**src/rtl/dm_arbiter_pkg.sv**
```systemverilog
// dm_arbiter_pkg: shared definitions for the data-memory arbiter.
//   - DM_DEPTH / DM_WORDS_DEFAULT : data-memory depth in words (kept equal)
//   - BE_FULL                     : byte-enable pattern of a full-word store
//   - state_e                     : arbiter FSM encodings
package dm_arbiter_pkg;

  localparam int DM_DEPTH         = 3072;
  localparam int DM_WORDS_DEFAULT = DM_DEPTH;

  localparam logic [3:0] BE_FULL = 4'hF;

  typedef enum logic {
    ST_IDLE   = 1'b0,
    ST_RMW_WR = 1'b1
  } state_e;

endpackage

```
**src/rtl/dm_be_merge.sv**
```systemverilog
// dm_be_merge: combinational byte-lane merge for read-modify-write stores.
// Ports:
//   old_i    : word currently held in DM
//   new_i    : lane-aligned store data
//   be_i     : byte enables, bit i selects new_i for bits [8i+7:8i]
//   merged_o : merged word
module dm_be_merge (
  input  logic [31:0] old_i,
  input  logic [31:0] new_i,
  input  logic [3:0]  be_i,
  output logic [31:0] merged_o
);

  for (genvar gi = 0; gi < 4; gi++) begin : g_lane
    assign merged_o[8*gi +: 8] = be_i[gi] ? new_i[8*gi +: 8] : old_i[8*gi +: 8];
  end

endmodule

```
**src/rtl/dm_arbiter.sv**
```systemverilog
// dm_arbiter: round-robin arbiter/sequencer sharing the word-wide data memory
// between the pipeline MEM stage (m0) and an auxiliary master (m1).
// Loads return registered data one cycle after grant; partial stores become
// a two-cycle read-modify-write because DM only accepts full-word writes.
// Ports:
//   clk, reset                       : clock, synchronous active-high reset
//   mN_req/we/be/addr/wdata (N=0,1)  : requester side inputs
//   mN_gnt, mN_rvalid, mN_rdata      : grant (combinational) and load response
//   dm_addr, dm_wdata, dm_we         : DM drive
//   dm_rdata                         : DM combinational read data
// Optional feature: define DM_ARBITER_PERF_EN to add perf_grants0,
// perf_grants1 and perf_stalls counters.
module dm_arbiter
  import dm_arbiter_pkg::*;
#(
  parameter int DM_WORDS = DM_WORDS_DEFAULT
) (
  input  logic        clk,
  input  logic        reset,
  input  logic        m0_req,
  input  logic        m0_we,
  input  logic [3:0]  m0_be,
  input  logic [31:0] m0_addr,
  input  logic [31:0] m0_wdata,
  output logic        m0_gnt,
  output logic        m0_rvalid,
  output logic [31:0] m0_rdata,
  input  logic        m1_req,
  input  logic        m1_we,
  input  logic [3:0]  m1_be,
  input  logic [31:0] m1_addr,
  input  logic [31:0] m1_wdata,
  output logic        m1_gnt,
  output logic        m1_rvalid,
  output logic [31:0] m1_rdata,
`ifdef DM_ARBITER_PERF_EN
  output logic [31:0] perf_grants0,
  output logic [31:0] perf_grants1,
  output logic [31:0] perf_stalls,
`endif
  output logic [31:0] dm_addr,
  output logic [31:0] dm_wdata,
  output logic        dm_we,
  input  logic [31:0] dm_rdata
);

  localparam logic [31:0] DM_BYTES = 32'(DM_WORDS * 4);

  state_e      state_q, state_d;
  logic        rr_q, rr_d;          // 0: m0 wins a tie, 1: m1 wins a tie
  logic [31:0] rmw_addr_q, rmw_data_q;
  logic        rvalid0_q, rvalid1_q;
  logic [31:0] rdata0_q, rdata1_q;

  logic        grant0, grant1, granted;
  logic        sel_we;
  logic [3:0]  sel_be;
  logic [31:0] sel_addr, sel_wdata, word_addr, merged;
  logic        in_range, do_write, start_rmw;

  // Grants are purely combinational; none while in reset or RMW_WR.
  always_comb begin
    grant0 = 1'b0;
    grant1 = 1'b0;
    if (!reset && state_q == ST_IDLE) begin
      if (m0_req && (!m1_req || !rr_q)) grant0 = 1'b1;
      else if (m1_req)                  grant1 = 1'b1;
    end
  end

  assign granted   = grant0 | grant1;
  assign sel_we    = grant1 ? m1_we    : m0_we;
  assign sel_be    = grant1 ? m1_be    : m0_be;
  assign sel_addr  = grant1 ? m1_addr  : m0_addr;
  assign sel_wdata = grant1 ? m1_wdata : m0_wdata;
  assign word_addr = {sel_addr[31:2], 2'b00};
  assign in_range  = sel_addr < DM_BYTES;

  // Out-of-range and be=0 stores are accepted but touch nothing.
  assign do_write  = granted && sel_we && in_range && (sel_be == BE_FULL);
  assign start_rmw = granted && sel_we && in_range &&
                     (sel_be != 4'h0) && (sel_be != BE_FULL);

  dm_be_merge u_merge (
    .old_i    (dm_rdata),
    .new_i    (sel_wdata),
    .be_i     (sel_be),
    .merged_o (merged)
  );

  always_comb begin
    state_d  = state_q;
    rr_d     = rr_q;
    dm_addr  = 32'h0;
    dm_wdata = 32'h0;
    dm_we    = 1'b0;
    if (!reset) begin
      case (state_q)
        ST_IDLE: begin
          if (granted) begin
            dm_addr = word_addr;
            rr_d    = grant0;   // point at the requester that just lost
            if (do_write) begin
              dm_we    = 1'b1;
              dm_wdata = sel_wdata;
            end
            if (start_rmw) state_d = ST_RMW_WR;
          end
        end
        ST_RMW_WR: begin
          dm_we    = 1'b1;
          dm_addr  = rmw_addr_q;
          dm_wdata = rmw_data_q;
          state_d  = ST_IDLE;
        end
        default: state_d = ST_IDLE;
      endcase
    end
  end

  always_ff @(posedge clk) begin
    if (reset) begin
      state_q    <= ST_IDLE;
      rr_q       <= 1'b0;
      rmw_addr_q <= 32'h0;
      rmw_data_q <= 32'h0;
      rvalid0_q  <= 1'b0;
      rvalid1_q  <= 1'b0;
      rdata0_q   <= 32'h0;
      rdata1_q   <= 32'h0;
    end else begin
      state_q   <= state_d;
      rr_q      <= rr_d;
      rvalid0_q <= grant0 && !m0_we;
      rvalid1_q <= grant1 && !m1_we;
      if (grant0 && !m0_we) rdata0_q <= in_range ? dm_rdata : 32'h0;
      if (grant1 && !m1_we) rdata1_q <= in_range ? dm_rdata : 32'h0;
      if (start_rmw) begin
        rmw_addr_q <= word_addr;
        rmw_data_q <= merged;
      end
    end
  end

  assign m0_gnt    = grant0;
  assign m1_gnt    = grant1;
  assign m0_rvalid = rvalid0_q;
  assign m1_rvalid = rvalid1_q;
  assign m0_rdata  = rdata0_q;
  assign m1_rdata  = rdata1_q;

`ifdef DM_ARBITER_PERF_EN
  logic [31:0] grants0_q, grants1_q, stalls_q;

  always_ff @(posedge clk) begin
    if (reset) begin
      grants0_q <= 32'h0;
      grants1_q <= 32'h0;
      stalls_q  <= 32'h0;
    end else begin
      if (grant0) grants0_q <= grants0_q + 32'd1;
      if (grant1) grants1_q <= grants1_q + 32'd1;
      if ((m0_req && !grant0) || (m1_req && !grant1)) stalls_q <= stalls_q + 32'd1;
    end
  end

  assign perf_grants0 = grants0_q;
  assign perf_grants1 = grants1_q;
  assign perf_stalls  = stalls_q;
`endif

endmodule

```
**config.mk**
```make
export PLATFORM = sky130hd
export DESIGN_NAME = dm_arbiter
export DESIGN_NICKNAME = d
export VERILOG_FILES = /design/src/rtl/dm_arbiter_pkg.sv /design/src/rtl/dm_be_merge.sv /design/src/rtl/dm_arbiter.sv
export SDC_FILE = /design/constraint.sdc
export NUM_CORES = 1
export LEC_CHECK = 0
export ABC_AREA = 1
export CAP_MARGIN = 20
export CORE_MARGIN = 2
export CORE_UTILIZATION = 44
export CTS_BUF_LIST = sky130_fd_sc_hd__clkbuf_8
export DETAILED_ROUTE_END_ITERATION = 7
export GPL_TIMING_DRIVEN = 0
export PLACE_DENSITY = 0.83
export SYNTH_ARGS = -nofsm -noshare
export SYNTH_HDL_FRONTEND = slang
export SYNTH_SLANG_ARGS = --single-unit
```
**constraint.sdc**
```tcl
create_clock -name clk -period 2.6 [get_ports clk]
set_input_delay 0.26 -clock clk [delete_from_list [all_inputs] [get_ports clk]]
set_output_delay 0.26 -clock clk [all_outputs]
set_load 0.05 [all_outputs]
```
**Word level (Yosys, flattened, before mapping)**

Index checks and enable logic that the tools add are counted.
W data, S select, Z words.

- Reductions and logical operators: 17
- Equality and inequality tests: 2
- Muxes and demuxes: 28
- Order comparisons: 1
- Bitwise gates (word level): 2

Operators by type and width:

| kind | number |
|---|---|
| $mux W32 | 8 |
| $pmux W32 S2 | 2 |
| $lt A32 B14 Y1 const B | 1 |
| $mux W8 | 4 |
| $mux W1 | 11 |
| $logic_and A1 B1 Y1 | 9 |
| $logic_not A1 Y1 | 5 |
| $eq A4 B4 Y1 const B | 1 |
| $mux W4 | 1 |
| $ne A4 B4 Y1 const B | 1 |
| $pmux W1 S2 | 2 |
| $reduce_bool A4 Y1 | 1 |
| $reduce_and A2 Y1 | 1 |
| $logic_or A1 B1 Y1 | 1 |
| $not A1 Y1 | 1 |
| $or A1 B1 Y1 | 1 |

- Input bits: 174
- Output and inout port bits: 133
- Register bits: 130
- Word-level logic and storage cells: 58

**Longest topological paths before layout**

- Depth in word-level cells: 13
- Gate-level depth with buffers: 16
- Gate-level depth less buffers: 13

**By module**

Synthesis repeated with hierarchy kept, for this count alone.

- Cell total of the unflattened synthesis: 1231
- Area, all modules: 7866.3 sq um

Modules (own cells, without submodules):

| module | instances | sequential area each (sq um) | area each (sq um) | cells an instance |
|---|---|---|---|---|
| dm_arbiter | 1 | 2602.5 | 7445.9 | 1127 |
| dm_be_merge | 1 | 0.0 | 420.4 | 104 |

**Worst setup path after synthesis**

OpenSTA, ideal clock, no wires.

- Kind: reg-to-output
- Start: register rr_q
- End: output port dm_wdata[31]
- Cell stages (with the launch flop): 10
- Required time: 2.340 ns
- Slack: -0.566 ns
- Arrival: 2.906 ns
- Path buffers: 2
- Cells stage by stage: dfxtp_1 -> nand2_1 -> nand2_2 -> buf_2 -> nor2_1 -> a21oi_1 -> nor2_1 -> clkbuf_1 -> nand4_1 -> a21oi_1

- Longest elaborated chain between the ends: 13
- Elaborated cells between the ends (all ways): 21
- Classes of those cells: order compare (1); eq/ne (1); mux (12); bitwise (1); reduce/logical (6)

RTL lines:

| item | line | source |
|---|---|---|
| start, declared | dm_arbiter.sv:50 | `logic rr_q, rr_d;` |
| start signal, assigned | dm_arbiter.sv:133 | `rr_q <= rr_d;` |
| $logic_not A1 Y1 * | dm_arbiter.sv:66 | `if (m0_req && (!m1_req \|\| !rr_q)) grant0 = 1'b1;` |
| $logic_or A1 B1 Y1 * | dm_arbiter.sv:66 |  |
| $logic_and A1 B1 Y1 * | dm_arbiter.sv:66 |  |
| $mux W1 * | dm_arbiter.sv:66 |  |
| $mux W1 * | dm_arbiter.sv:65 | `if (!reset && state_q == ST_IDLE) begin` |
| net m0_gnt | dm_arbiter.sv:25 | `output logic m0_gnt,` |
| $or A1 B1 Y1 * | dm_arbiter.sv:71 | `assign granted = grant0 \| grant1;` |
| $logic_and A1 B1 Y1 (3 in series) | dm_arbiter.sv:80 | `assign do_write = granted && sel_we && in_range && (sel_be == BE_FULL);` |
| $mux W32 | dm_arbiter.sv:103 | `if (do_write) begin` |
| $mux W32 * | dm_arbiter.sv:100 | `if (granted) begin` |
| $pmux W32 S2 * | dm_arbiter.sv:98 | `case (state_q)` |
| $mux W32 * | dm_arbiter.sv:97 | `if (!reset) begin` |
| end, declared | dm_arbiter.sv:42 | `output logic [31:0] dm_wdata,` |

Mark *: on every way through the listed nets, which the timed path passes. The rest lies on a longest branch.

**Final worst setup path**

- Start: register state_q
- End: output port dm_wdata[30]

- Longest elaborated chain between the ends: 11
- Elaborated cells between the ends (all ways): 18
- Classes of those cells: order compare (1); eq/ne (1); mux (10); bitwise (2); reduce/logical (4)

RTL lines:

| item | line | source |
|---|---|---|
| start, declared | dm_arbiter.sv:49 | `state_e state_q, state_d;` |
| start signal, assigned | dm_arbiter.sv:132 | `state_q <= state_d;` |
| $not A1 Y1 | n/a |  |
| $logic_and A1 B1 Y1 | dm_arbiter.sv:65 |  |
| $mux W1 | dm_arbiter.sv:65 |  |
| $mux W32 (tied with other cells) | dm_arbiter.sv:74 | `assign sel_addr = grant1 ? m1_addr : m0_addr;` |
| $lt A32 B14 Y1 or $logic_and A1 B1 Y1 (tied branches) | dm_arbiter.sv:77, dm_arbiter.sv:80 |  |
| $logic_and A1 B1 Y1 (2 in series) | dm_arbiter.sv:80 |  |
| $mux W32 | dm_arbiter.sv:103 |  |
| $mux W32 | dm_arbiter.sv:100 |  |
| $pmux W32 S2 * | dm_arbiter.sv:98 |  |
| $mux W32 * | dm_arbiter.sv:97 |  |

Mark *: on every way between the ends. The rest lies on a longest branch, timed or not.

==> results_dict.tcl <==
set metrics [dict create \
    core_area_um2 16000 \
    fin_area_um2 11900 \
    die_area_um2 17500 \
    slew_viol_final 0 \
    grt_usage 0.334 \
    tightest_slew_ns 0.779 \
    hold_buffers 0 \
    synth.most_common_cell "nand2_1" \
    syn_area_per_cell_um2 5.92 \
    ff_latch_area_um2 2610 \
    synth-seq-area-share 0.359 \
    die-height_um 132 \
    yosysUniqueCellTypes 23 \
    period_share 1.19 \
    grt_pass1_vias 8929 \
    status "finished with violations" \
    cp_top_family "simple AND/OR/NAND/NOR gates" \
    place_area_um2 10600 \
    startpoint_type "flop" \
    leakage_nw 5.54 \
    multi_input_area_um2 4240 \
    synthToLayoutAreaGrowth_pct 64.2 \
    power_density_nw_per_um2 440 \
    drc 0 \
    clock_sinks 130 \
    drv_cap 0 \
    start_util 0.453 \
    via_per_inst 5.24 \
    fp.dieW_um 132 \
    fin_nets 1751 \
    clk_latency_ns 0.46 \
    synth_top_flop_cell "dfxtp_1" \
    setup_ws_ns -0.486 \
    drt-pass1-iter-count 5 \
    numCtsBuffers 17 \
    yosys_warnings 0 \
    gp_congestion 0.937 \
    worstPathArrival_ns 2.83 \
    ys_seq_elements 130 \
    yosys-top-cells-area "dfxtp_1 (36%), nand2_1 (24%), nor2_1 (7.3%)" \
    synthCells 1223 \
    final.setup_skew_ns 0.00762 \
    row_count 46 \
    synth_top_cell_by_area "dfxtp_1" \
    portBuffers 299 \
    synth_area_um2 7250 \
    path_common_cell "nor2_4" \
    path_max_fanout 10 \
    synth_commonest_cells "nand2_1 (463), nor2_1 (140), dfxtp_1 (130)" \
    worstPathRequired_ns 2.34 \
    tritoncts "yes" \
    critical_path.max_stage_delay_ns 0.36 \
    grt_setup_unrepaired "yes" \
    use_met1 0.396 \
    busiest_layer "met2" \
    path_class "reg2out" \
    hp-class "in2reg" \
    grt_pass1_wl_mm 46.3 \
    wirelength_mm 30.4 \
    async_reset_ff_frac 0 \
    diodes 0 \
    vias 9450 \
    synth_edf_count 0 \
    crit_path_end_kind "output pin" \
    clk_path_buf_depth 2 \
    violations "negative setup slack" \
    cp_cell_sequence "nor2_4 -> nand2_2 -> nor2_4 -> buf_2 -> a21oi_1 -> nor2_1 -> nand4_1 -> nand2_2 -> nand2_8 -> clkbuf_16 -> nor2_4 -> buf_8" \
    grt_max_degree 17 \
    cts.clk_slew.worst_paths_ns 0.08 \
    drtIter0Drc 653 \
    maxSlewHeadroom 0.480 \
    antenna_found_initial 1 \
    grt_overflow 0 \
    drive_gt1_frac 0.167 \
    synth.top_cell.area_share 0.359 \
    root_buffer "clkbuf_8" \
    finalSetupTns_ns -15.11 \
    grt_use_met2 0.560 \
    final-hold-violation-count 0 \
    setup_violations 38 \
    wl_per_cell_um 16.9 \
    max_freq_mhz 324 \
    cp_slowest_cell "dfxtp_4" \
    grt_use_met3 0.0919 \
    dpl.hpwl_mm 21.7 \
    h-tree-depth 4 \
    fin_crit_ns 3.09 \
    fill_cells 1353 \
    drt.antenna.violating_nets 0 \
    path_buf_inv 3 \
    io_pins 307 \
    peakVddDrop_mv 0.404 \
]
[report_power, final]
group          internal, mW  switching [mW]
registers              2.04          0.0246
logic                 0.536           0.777
clock network         0.987           0.878
total                  3.56            1.68
[cells by family (layout without fill, tap and decap cells)]
| group | count (synthesis) | in the layout | share of synthesized area |
|---|---|---|---|
| AO/OA/AOI/OAI | 197 | 197 | 0.139 |
| multiplexers | 10 | 10 | 0.0138 |
| AND/OR/NAND/NOR | 672 | 672 | 0.368 |
| other | 1 | 2 | 0.000518 |
| buffers and inverters | 213 | 578 | 0.120 |
| flip-flops | 130 | 130 | 0.359 |
[state kept, by name (all words and copies together), names as in the netlist]
name / flops
rmw_addr_q: 30
rmw_data_q: 32
m1_rvalid: 1
rr_q: 1
state_q: 1
m1_rdata: 32
m0_rvalid: 1
m0_rdata: 32
[worst register-to-register path: stages, from the launching register on]
cell and delay (ns):
dfxtp_4 0.36, nor2_4 0.11, buf_4 0.14, buf_4 0.11, nand4_1 0.17, nand2_2 0.13, buf_4 0.11, buf_4 0.09
buf_4 0.09, nand2_1 0.05, nor2_1 0.09, nand3_1 0.11, nor2_4 0.16, buf_4 0.23, buf_4 0.22, nand2_1 0.11
a21oi_1 0.16
[area by class of cell]
class | count | share of cell area
Timing Repair Buffer | 335 | 0.281
Buffer | 79 | 0.0424
Sequential cell | 130 | 0.219
Clock inverter | 13 | 0.0148
Clock buffer | 18 | 0.0208
Inverter | 133 | 0.0420
Tap cell | 216 | 0.0227
Multi-Input combinational cell | 881 | 0.357
[cell usage in the layout, fill, tap and decap left out, drive strengths merged]
cell and n:
o22ai 10, nand4 17, dlygate4sd2 2, nand2 468, dfxtp 130, bufinv 3
mux2i 10, nand3 44, clkbuf 67, inv 137, clkdlybuf4s50 233, buf 129
clkdlybuf4s15 1, a21oi 87, conb 2, nor2 143, clkinv 5, o21ai 100
clkinvlp 1
[through the flow]
step | worst slack (ns) | utilization | hold slack [ns] | total power [mW] | std cells
floorplan | -0.0939 | - | 0.423 | 2.74 | 1224
CTS | -0.403 | 0.736 | 0.404 | 5.19 | 1802
detailed placement | -1.72 | 0.662 | 0.445 | 3.29 | 1739
global placement | -1.65 | 0.662 | 0.440 | 3.28 | 1739
global route | -0.554 | 0.744 | 0.429 | 5.41 | 1805
finish | -0.486 | 0.744 | 0.415 | 5.24 | 1805
[final timing paths]
check | startpoint | endpoint | slack (ns) | cells past startpoint
setup / recovery | state_q$_SDFF_PP0_ | dm_wdata[30] | -0.49 | 12
hold / removal | dm_rdata[8] | m1_rdata[8]$_SDFFE_PP0P_ | 0.42 | 3
setup reg to reg | state_q$_SDFF_PP0_ | m0_rdata[0]$_SDFFE_PP0P_ | 0.11 | 16
hold reg to reg | rmw_addr_q[14]$_SDFFE_PP0P_ | rmw_addr_q[14]$_SDFFE_PP0P_ | 0.46 | 2
[per-layer routing]
metal	vias to the layer above	share of wire
met1	4332	0.39
met5	-	0.00043
met3	100	0.096
met4	2	0.044
li1	4506	-
met2	510	0.47
[repair_timing]
| action | 4_1_cts | 5_1_grt |
|---|---|---|
| resized for setup | 451 | 132 |
| setup buffers | 28 | 3 |
| pin swaps | 18 | 6 |
| gates cloned | 5 | 0 |
| endpoints found under the setup margin | 73 | 116 |
No activity file was read; power rests on OpenSTA's default activity.
